$ cat src/rtl/width_gearbox.sv
// Stream width converter with a unit-granular shift buffer and per-unit keep.
// Define WIDTH_GEARBOX_BIG_ENDIAN_EN for MSB-first unit packing on both sides.
module width_gearbox #(
  parameter int ISIZE = 24,
  parameter int OSIZE = 32,
  parameter int USIZE = 8
) (
  input  logic                     clock,
  input  logic                     rst_n,
  input  logic [ISIZE-1:0]         wr_data,
  input  logic [ISIZE/USIZE-1:0]   wr_keep,
  input  logic                     wr_vld,
  output logic                     wr_ready,
  input  logic                     wr_last,
  output logic [OSIZE-1:0]         rd_data,
  output logic [OSIZE/USIZE-1:0]   rd_keep,
  output logic                     rd_vld,
  input  logic                     rd_ready,
  output logic                     rd_last
);
  localparam int IU = ISIZE / USIZE;
  localparam int OU = OSIZE / USIZE;
  localparam int BU = IU + OU;
  localparam int BW = BU * USIZE;
  localparam int FW = $clog2(BU + 1);
`ifdef WIDTH_GEARBOX_BIG_ENDIAN_EN
  localparam bit BIG_END = 1'b1;
`else
  localparam bit BIG_END = 1'b0;
`endif

  if ((ISIZE % USIZE) != 0 || (OSIZE % USIZE) != 0) begin : g_size_check
    $error("width_gearbox: ISIZE and OSIZE must be multiples of USIZE");
  end

  // Unit 0 of the buffer lives in mem_q[USIZE-1:0]; units at or above fill are always zero.
  logic [BW-1:0]    mem_q, mem_d;
  logic [FW-1:0]    fill_q, fill_d;
  logic             last_pend_q, last_pend_d;
  logic             live_q;
  logic [ISIZE-1:0] wr_lin;
  logic [IU-1:0]    keep_lin;
  logic             wr_fire, rd_fire;
  int               fill_i, n_add, n_take, base;

  assign fill_i   = int'(fill_q);
  assign wr_ready = live_q && !last_pend_q && (fill_i + IU <= BU);
  assign rd_vld   = (fill_i >= OU) || last_pend_q;
  assign rd_last  = last_pend_q && (fill_i <= OU);
  assign wr_fire  = wr_vld && wr_ready;
  assign rd_fire  = rd_vld && rd_ready;

  always_comb begin : in_map
    wr_lin   = '0;
    keep_lin = '0;
    n_add    = 0;
    for (int k = 0; k < IU; k++) begin
      if (BIG_END) keep_lin[k] = wr_keep[IU-1-k];
      else         keep_lin[k] = wr_keep[k];
      if (keep_lin[k]) begin
        n_add = n_add + 1;
        if (BIG_END) wr_lin[k*USIZE +: USIZE] = wr_data[(IU-1-k)*USIZE +: USIZE];
        else         wr_lin[k*USIZE +: USIZE] = wr_data[k*USIZE +: USIZE];
      end
    end
  end

  // The read shift happens first; the write then lands at the post-shift fill level.
  always_comb begin : next_state
    n_take = 0;
    if (rd_fire) n_take = (fill_i < OU) ? fill_i : OU;
    base        = fill_i - n_take;
    mem_d       = mem_q >> (n_take * USIZE);
    fill_d      = FW'(base);
    last_pend_d = last_pend_q;
    if (rd_fire && rd_last) last_pend_d = 1'b0;
    if (wr_fire) begin
      mem_d  = mem_d | (BW'(wr_lin) << (base * USIZE));
      fill_d = FW'(base + n_add);
      if (wr_last) last_pend_d = 1'b1;
    end
  end

  always_comb begin : out_map
    rd_data = '0;
    rd_keep = '0;
    for (int j = 0; j < OU; j++) begin
      if (j < fill_i) begin
        if (BIG_END) begin
          rd_data[(OU-1-j)*USIZE +: USIZE] = mem_q[j*USIZE +: USIZE];
          rd_keep[OU-1-j]                  = 1'b1;
        end else begin
          rd_data[j*USIZE +: USIZE] = mem_q[j*USIZE +: USIZE];
          rd_keep[j]                = 1'b1;
        end
      end
    end
  end

  always_ff @(posedge clock or negedge rst_n) begin
    if (!rst_n) begin
      mem_q       <= '0;
      fill_q      <= '0;
      last_pend_q <= 1'b0;
      live_q      <= 1'b0;
    end else begin
      mem_q       <= mem_d;
      fill_q      <= fill_d;
      last_pend_q <= last_pend_d;
      live_q      <= 1'b1;
    end
  end
endmodule

$ cat config.mk
export PLATFORM = sky130hd
export DESIGN_NAME = width_gearbox
export DESIGN_NICKNAME = d
export VERILOG_FILES = /design/src/rtl/width_gearbox.sv
export SDC_FILE = /design/constraint.sdc
export NUM_CORES = 1
export LEC_CHECK = 0
export CAP_MARGIN = 20
export CORE_UTILIZATION = 51
export CTS_BUF_LIST = sky130_fd_sc_hd__clkbuf_4
export DETAILED_ROUTE_END_ITERATION = 7
export HOLD_SLACK_MARGIN = 0.02
export PLACE_DENSITY = 0.8
export SLEW_MARGIN = 20
export SYNTH_ARGS = -nofsm -noshare
export SYNTH_HDL_FRONTEND = slang
export SYNTH_SLANG_ARGS = --single-unit
$ cat constraint.sdc
create_clock -name clock -period 3.3 [get_ports clock]
set_clock_uncertainty 0.2 [all_clocks]
set_input_delay 0.495 -clock clock [delete_from_list [all_inputs] [get_ports clock]]
set_output_delay 0.495 -clock clock [all_outputs]
set_load 0.01 [all_outputs]
After elaboration in Yosys (flattened, before gate mapping)
Index checks and enable logic that the tools add are counted.
{ "word_totals": {"register_bits": 61, "inputBits": 32, "output_inout_bits": 39, "elab_cells": 49} }
{ "classes": {"add_sub_neg": 5, "n_lt_le_gt_ge": 8, "shift": 2, "n_mux": 21, "n_bitwise": 1, "n_reduce_logical": 8} }
{ "op_table": {"columns": ["operator", "count"], "rows": [
  ["56-bit 2-to-1 mux", 1],
  ["8-bit 2-to-1 mux", 7],
  ["56-bit bitwise OR", 1],
  ["24-bit by 32-bit << shifter with 56-bit output", 1],
  ["56-bit by 32-bit >> shifter with 56-bit output", 1],
  ["3-bit 2-to-1 mux", 5],
  ["1-bit 2-to-1 mux", 8],
  ["1-bit logical AND", 6],
  ["1-bit by 3-bit less-than comparator with 1-bit output, first input constant", 2],
  ["2-bit by 3-bit less-than comparator with 1-bit output, first input constant", 2],
  ["3-bit by 2-bit adder with 4-bit output, second input constant", 1],
  ["4-bit by 3-bit less-or-equal comparator with 1-bit output, second input constant", 1],
  ["3-bit by 3-bit subtractor with 4-bit output", 1],
  ["3-bit by 2-bit adder with 3-bit output, second input constant", 1],
  ["3-bit adder", 1],
  ["3-bit >= comparator, second input constant", 1],
  ["3-bit less-or-equal comparator, second input constant", 1],
  ["3-bit less-than comparator, second input constant", 1],
  ["1-bit by 1-bit adder with 2-bit output, second input constant", 1],
  ["1-bit zero test", 1],
  ["1-bit logical OR", 1]
]} }

Longest topological paths before layout
Gate-level depths: netlist of the first run.
{ "logic_depth": {"depth_word": 8, "ltp_mapped": 13, "depth_no_buf": 10} }

Worst setup path after synthesis of the first run
No wires, ideal clock.
{ "synth_timing": {"path_kind": "register to register", "start": "reg fill_q[2]", "end": "reg fill_q[2]", "setup_ps": 129, "arrival_time_ps": 3039, "required_time_ps": 2971, "setup_slack_ps": -68, "path_stages_with_launch": 13, "n_path_buf": 2, "synth_period_minus_slack_ps": 3368, "cell_sequence": "dfrtp_1 nand4b_1 inv_2 buf_1 ha_1 inv_1 fa_1 clkbuf_1 inv_1 fa_1 xnor2_1 nor2_1 xnor2_1"} }
{ "synth_via": {"elab_chain_len": 7, "word_cells_on_any_way": 13, "classes_between": "3 x add/sub; 3 x order compare; 3 x mux; 4 x reduce/logical"} }
{ "synth_lines": {"columns": ["item", "line_no", "source"], "rows": [
  ["from (decl)", "38", "logic [FW-1:0] fill_q, fill_d;"],
  ["from (signal assigned)", "108", "fill_q <= fill_d;"],
  ["3-bit >= comparator", "48", "assign rd_vld = (fill_i >= OU) || last_pend_q;"],
  ["1-bit logical OR", "48", null],
  ["1-bit logical AND", "51", "assign rd_fire = rd_vld && rd_ready;"],
  ["3-bit 2-to-1 mux", "71", "if (rd_fire) n_take = (fill_i < OU) ? fill_i : OU;"],
  ["3-bit by 3-bit subtractor with 4-bit output", "72", "base = fill_i - n_take;"],
  ["3-bit adder", "79", "fill_d = FW'(base + n_add);"],
  ["3-bit 2-to-1 mux *", "77", "if (wr_fire) begin"],
  ["via fill_d[2]", "38", null]
]} }
Mark *: on every way through the listed nets, which the timed path passes. The rest lies on a longest branch.

Final worst setup path of the first run
{ "layout_timing": {"start": "reg fill_q[2]", "end": "out rd_data[1]"} }
{ "layout_via": {"elab_chain_len": 2} }
{ "layout_lines": {"columns": ["item", "line_no", "source"], "rows": [
  ["1-bit by 3-bit less-than comparator with 1-bit output", "88", "if (j < fill_i) begin"],
  ["8-bit 2-to-1 mux", "88", null],
  ["to (decl)", "15", "output logic [OSIZE-1:0] rd_data,"]
]} }
Every way passes these cells.

==> reports/results.txt, run 1 <==
Util after Layout: 66.5%
CTS H-tree lvls: 3
crit path cell chain: buf_4 -> nor2_1 -> buf_4 -> inv_1 -> nor2_2 -> nor2b_1 -> clkdlybuf4s50_1
status: complete, no violations
Reg area: 1530 µm²
CTS max path bufs: 2
kind of end point of the critical path: output pin
Crit path top cell by count: buf_4
layout cells sized above 1: 11.1%
crit-path leading delay family: buffers and inverters
Power per Cell Area: 810 nW/µm²
fin crit share: 90.8%
Slew Limit Fails: 0
Post-synth EDFFs: 0
Final Hold Fails: 0
Synth area leader: dfrtp_1
Routed Antenna Nets: 0
CP Max Fanout: 15
Avg Inst Size Synth: 8.08 µm²
Die Y: 94.5 µm
Initial Utilization: 52.8%
non-filler instance count after layout: 728
placer's final routability congestion estimate: 0.962
CP max stage cell: clkdlybuf4s50_1
commonest cells in the netlist: 131 x nand2_1, 61 x dfrtp_1, 58 x a21oi_1
area of the mapped netlist: 4360 µm²
Worst Hold Class: flip-flop to flip-flop
Worst Setup Start Kind: flip-flop
Clk Latency, worst-skew pair: 0.41 ns
DIE AREA: 8930 µm²
Final setup viols: 0
Max-Cap Viols: 0
DR vias: 4484
vias in the first global route: 4280
syn nets: 579
part of the Yosys area used for sequential elements: 35.0%
Remaining Overflow, GRT: 0
IO Pins: 71
Multi-input gate area: 2630 µm²
Die X: 94.5 µm
CTS tree: done
library cells used by synthesis: 55
drt first pass iters: 5
Crit path buffers/inverters: 4
Main synth FF type: dfrtp_1
top-count cell post-synth: nand2_1
number of synthesized register bits: 61
CTS clk-pin slew, worst paths: 0.12 ns
fillcell total: 696
fin crit period: 3.00 ns
core area: 8260 µm²
CTS buffer count: 9
Final #Nets: 657
DP Cell Count: 711
f_max: 334 MHz
largest cells by area after synthesis: dfrtp_1 35%, nand2_1 11%, a21oi_1 6.7%
DR iter-0 viols: 404
largest net degree at the start of global routing: 42
arrival time at the worst endpoint: 2.30 ns
DRC: 0
CTS root buffer: clkbuf_4
yosys warns: 0
post-DP HPWL: 10.2 mm
Slew HR: 51.3%
Gate Count Post-Synth: 540
Rows: 33
gr usage total: 33.0%
Post-synth ARST share: 100%
synthesis-to-finish area growth: 25.7%
DR WL/cell: 18.8 µm
ant diodes: 0
Pleak: 2.42 nW
maximum vdd drop: 473 µV
Post-Route WL: 13.7 mm
Slew @ Worst Pin: 0.730 ns
antenna violations before repair: 0
IO Port Bufs: 70
Critical Path RT: 2.60 ns
total negative slack: 0 ns
CP peak stage delay: 0.49 ns
top-area cell type share of the netlist area: 35.0%
Num Clock Sinks: 61
Crit Path Category: flip-flop to output pin
RSZ-0062 raised after global routing: false
global-route wire length before repair: 22.4 mm
Via density: 6.16
## worst register-to-register path, cell delays in order, from the launching register on
cell      delay, ns
dfrtp_1        0.54
nand4b_1       0.18
inv_2          0.09
ha_1           0.16
inv_1          0.05
fa_1           0.49
xor2_4         0.26
buf_4          0.16
nand4_1        0.26
o221ai_1       0.32
## layer usage
metal  global-route usage [%]  wire, µm  vias up  share of wire, %
met5                        0         0        -                 0
met4                     9.47       184        0               1.3
met3                     6.60      1170       19               8.6
met2                     50.4      6210      258                45
met1                     47.3      6090     2124                45
li1                         -         -     2083                 -
## layout make-up
class,instances,area share [%]
clock buffers,9,1.23
clock inverters,7,1.78
inverters,11,0.752
multi-input cells,427,47.9
flip-flops and latches,61,27.8
well taps,105,2.39
repair buffers,108,18.1
## power by group
part	internal (mW)	total, mW	switching (mW)
Clock	0.309	0.619	0.310
Combinational	1.14	2.50	1.37
Sequential	1.02	1.32	0.304
Total	2.46	4.45	1.98
## worst paths after layout
kind / from / to / slack (ns) / depth (start not counted)
worst max-delay path: fill_q[2]$_DFF_PN0_ / rd_data[1] / 0.30 / 7
worst min-delay path: mem_q[54]$_DFF_PN0_ / mem_q[54]$_DFF_PN0_ / 0.37 / 2
worst max register to register: fill_q[0]$_DFF_PN0_ / mem_q[37]$_DFF_PN0_ / 0.46 / 9
worst min register to register: mem_q[54]$_DFF_PN0_ / mem_q[54]$_DFF_PN0_ / 0.37 / 2
max in group asynchronous: rst_n / mem_q[46]$_DFF_PN0_ / 1.53 / 3
min in group asynchronous: rst_n / fill_q[1]$_DFF_PN0_ / 0.46 / 2
## stage by stage
step                      worst slack [ns]  cell area, µm²  hold slack (ns)  power (mW)
after floorplan                     0.0634            4370        -0.000591        2.75
after global placement               0.101            5310            0.314        3.71
after detailed placement            0.0565            5310            0.340        3.79
after CTS                           0.0620            5490            0.366        4.41
after global routing                 0.113            5490            0.396        4.74
final                                0.302            5490            0.370        4.45
## state kept, by name (all words and copies together), names as in the netlist
| signal | flops |
|---|---|
| fill_q | 3 |
| mem_q | 56 |
| last_pend_q | 1 |
| live_q | 1 |
## placed cells by master (no fill, tap or decap), drive strengths merged, types with 6 or more instances in the layout
cell             n
nor2            13
clkbuf           9
dfrtp           61
nor2b           28
nand2          131
mux2i           27
o22ai           11
o211ai           8
and2            11
o221ai          14
buf             38
and3             7
o21ai           30
a31oi            6
a21oi           58
a21o            11
inv             11
a22oi            8
clkdlybuf4s50   69
## what timing repair did
item / CTS / global route
setup buffers: 0 / 0
hold endpoints to repair: 32 / 0
hold buffers: 1 / 0
resized for setup: 0 / 1
setup endpoints to repair: 0 / 9
## cell families (layout without fill, tap and decap cells)
group	after synthesis	in the layout	synth area share (%)
adder cells (fa/ha/maj)	7	7	2.35
XOR/XNOR	5	5	1.61
flip-flops	61	61	35.0
AND/OR/NAND/NOR	208	208	23.1
multiplexers	29	29	6.71
AO/OA/AOI/OAI	177	177	26.3
buffers and inverters	52	135	4.93
other	1	1	0.0859
(Power assumes the default switching activity.)
==> run 2, diff against run 1 <==
CTS_CLUSTER_DIAMETER = 40   (was unset)
PLACE_DENSITY = 0.77   (was 0.8)
clock period = 3.6 ns   (was 3.3 ns; I/O delays follow)
==> run 2 against run 1 <==
  * Flip-flop and latch count did not move
  * Die area did not move
  * Sequential share of layout area rose by 1.2 points
  * Critical path depth did not move
  * Highest routed layer unchanged
  * Non-clock buffer count fell by 19
  * Worst setup slack improved by 0.11 ns
  * Power fell by 15%
  * Global-route usage fell by 1.5 points
  * Core utilization fell by 2.7 points
  * Combinational power fell by 14%
  * First-iteration DRC count rose by 0.99%
  * Register-to-register slack improved by 0.17 ns
==> reports/results.txt, run 2 (synthesized netlist as in run 1, its figures left out) <==
status: complete, no violations
fin crit share: 88.6%
largest registers: mem_q (56), fill_q (3)
DR iter-0 viols: 408
total negative slack: 0 ns
Remaining Overflow, GRT: 0
Via density: 6.31
PnR worst setup slack: 0.411 ns
core area: 8260 µm²
maximum vdd drop: 354 µV
drt first pass iters: 5
Final setup viols: 0
Rows: 33
placer's final routability congestion estimate: 0.971
Max-Cap Viols: 0
Final #Nets: 638
global-route wire length before repair: 21.4 mm
CTS clk-pin slew, worst paths: 0.11 ns
IO Port Bufs: 70
commonest non-fill, non-tap cells in the layout: 131 x nand2_1, 69 x clkdlybuf4s50_1, 61 x dfrtp_1
CTS max path bufs: 2
internal reg-to-reg setup slack: 0.63 ns
CTS buffer count: 9
Routed Antenna Nets: 0
Setup Fix Bufs, Post-CTS: 0
Die Y: 94.5 µm
IO Pins: 71
Slew HR: 44.3%
most common cell after layout, fill and taps aside: nand2_1
synthesis-to-finish area growth: 20.7%
CTS root buffer: clkbuf_4
source of the worst register-to-register timing path: last_pend_q$_DFF_PN0_
Pleak: 2.30 nW
DR WL/cell: 18.9 µm
layout cells sized above 1: 7.96%
placed cell area: 5150 µm²
CP peak stage delay: 0.50 ns
Worst Setup Start Kind: flip-flop
DR vias: 4465
DRC: 0
Die X: 94.5 µm
Worst Hold Class: flip-flop to flip-flop
post-route cell area: 5270 µm²
f_max: 314 MHz
CTS H-tree lvls: 3
Worst Reg2Reg Path Length in Cells: 10
Post-Route WL: 13.3 mm
Fin Hold WS: 0.358 ns
CTS tree: done
Power per Cell Area: 717 nW/µm²
Crit path buffers/inverters: 4
crit path cell chain: buf_4 -> nor2_1 -> buf_4 -> inv_1 -> nor2_1 -> nor2b_1 -> clkdlybuf4s50_1
Num Clock Sinks: 61
CP Launch Point: fill_q[2]$_DFF_PN0_
DIE AREA: 8930 µm²
post-DP HPWL: 9.90 mm
gr usage total: 31.5%
ant diodes: 0
fillcell total: 734
Critical Path RT: 2.86 ns
Clk Latency, worst-skew pair: 0.41 ns
worst hold start: mem_q[51]$_DFF_PN0_
antenna violations before repair: 0
largest net degree at the start of global routing: 42
Initial Utilization: 52.8%
fin crit period: 3.19 ns
max reg flops: 56
non-filler instance count after layout: 708
Hold Path Cell Cnt: 2
vias in the first global route: 4050
Top reg by flops: mem_q
Slew Limit Fails: 0
Util after Layout: 63.8%
Hold Path Sink: mem_q[51]$_DFF_PN0_
arrival time at the worst endpoint: 2.45 ns
RSZ-0062 raised after global routing: false
kind of end point of the critical path: output pin
Final Hold Fails: 0
CP Max Fanout: 16
crit-path leading delay family: buffers and inverters
Slew @ Worst Pin: 0.835 ns
Reg2Reg Capture Point: mem_q[5]$_DFF_PN0_
DP Cell Count: 692
cts repair resizes: 0
Final Power: 3.78 mW
Crit Path Category: flip-flop to output pin
CP max stage cell: clkdlybuf4s50_1
dpl ws: 0.114 ns
-- run 2: cell count changes in the layout (fill, tap and decap cells not counted), sizes merged --
cell | before | now
bufinv | 2 | 0
clkinvlp | 2 | 0
clkbuf | 9 | 10
clkinv | 3 | 6
buf | 38 | 19
inv | 11 | 10
-- run 2: area by class of cell --
type / count / area [µm²] / area share [%]
clock buffer: 10 / 75.1 / 1.42
timing repair buffer: 89 / 841 / 16.0
tap: 105 / 131 / 2.49
multi-input combinational: 427 / 2630 / 49.8
inverter: 11 / 41.3 / 0.784
sequential: 61 / 1530 / 29.0
clock inverter: 5 / 28.8 / 0.546
-- run 2: tightest hold or removal path: stages (launching register included) --
cell and delay (ns):
dfrtp_1 0.41, nand2_1 0.06, o21ai_0 0.06
-- run 2: per-layer routing --
| layer | vias up | share of wire (%) | global-route usage (%) |
|---|---|---|---|
| met1 | 2133 | 46 | 46.7 |
| met5 | - | 0 | 0 |
| met3 | 21 | 8.1 | 5.48 |
| met2 | 258 | 44 | 47.1 |
| met4 | 0 | 1.2 | 8.71 |
| li1 | 2053 | - | - |
-- run 2: worst max path at each step --
stage | slack [ns] | depth (start not counted) | endpoint
final | 0.41 | 7 | rd_data[3]
after global routing | 0.26 | 7 | rd_data[3]
after CTS | 0.36 | 7 | rd_data[3]
after detailed placement | 0.11 | 11 | mem_q[6]$_DFF_PN0_
after global placement | 0.20 | 11 | mem_q[0]$_DFF_PN0_
after floorplan | 0.22 | 12 | fill_q[2]$_DFF_PN0_
-- run 2: timing repair --
action / CTS / global route
endpoints found under the hold margin: 30 / 0
hold buffers: 1 / 0
endpoints found under the setup margin: 0 / 0
-- run 2: where the power goes --
group | switching (mW) | internal, mW | leakage, nW
Clock | 0.268 | 0.143 | 0.0658
Combinational | 1.22 | 0.933 | 1.42
Sequential | 0.275 | 0.935 | 0.814
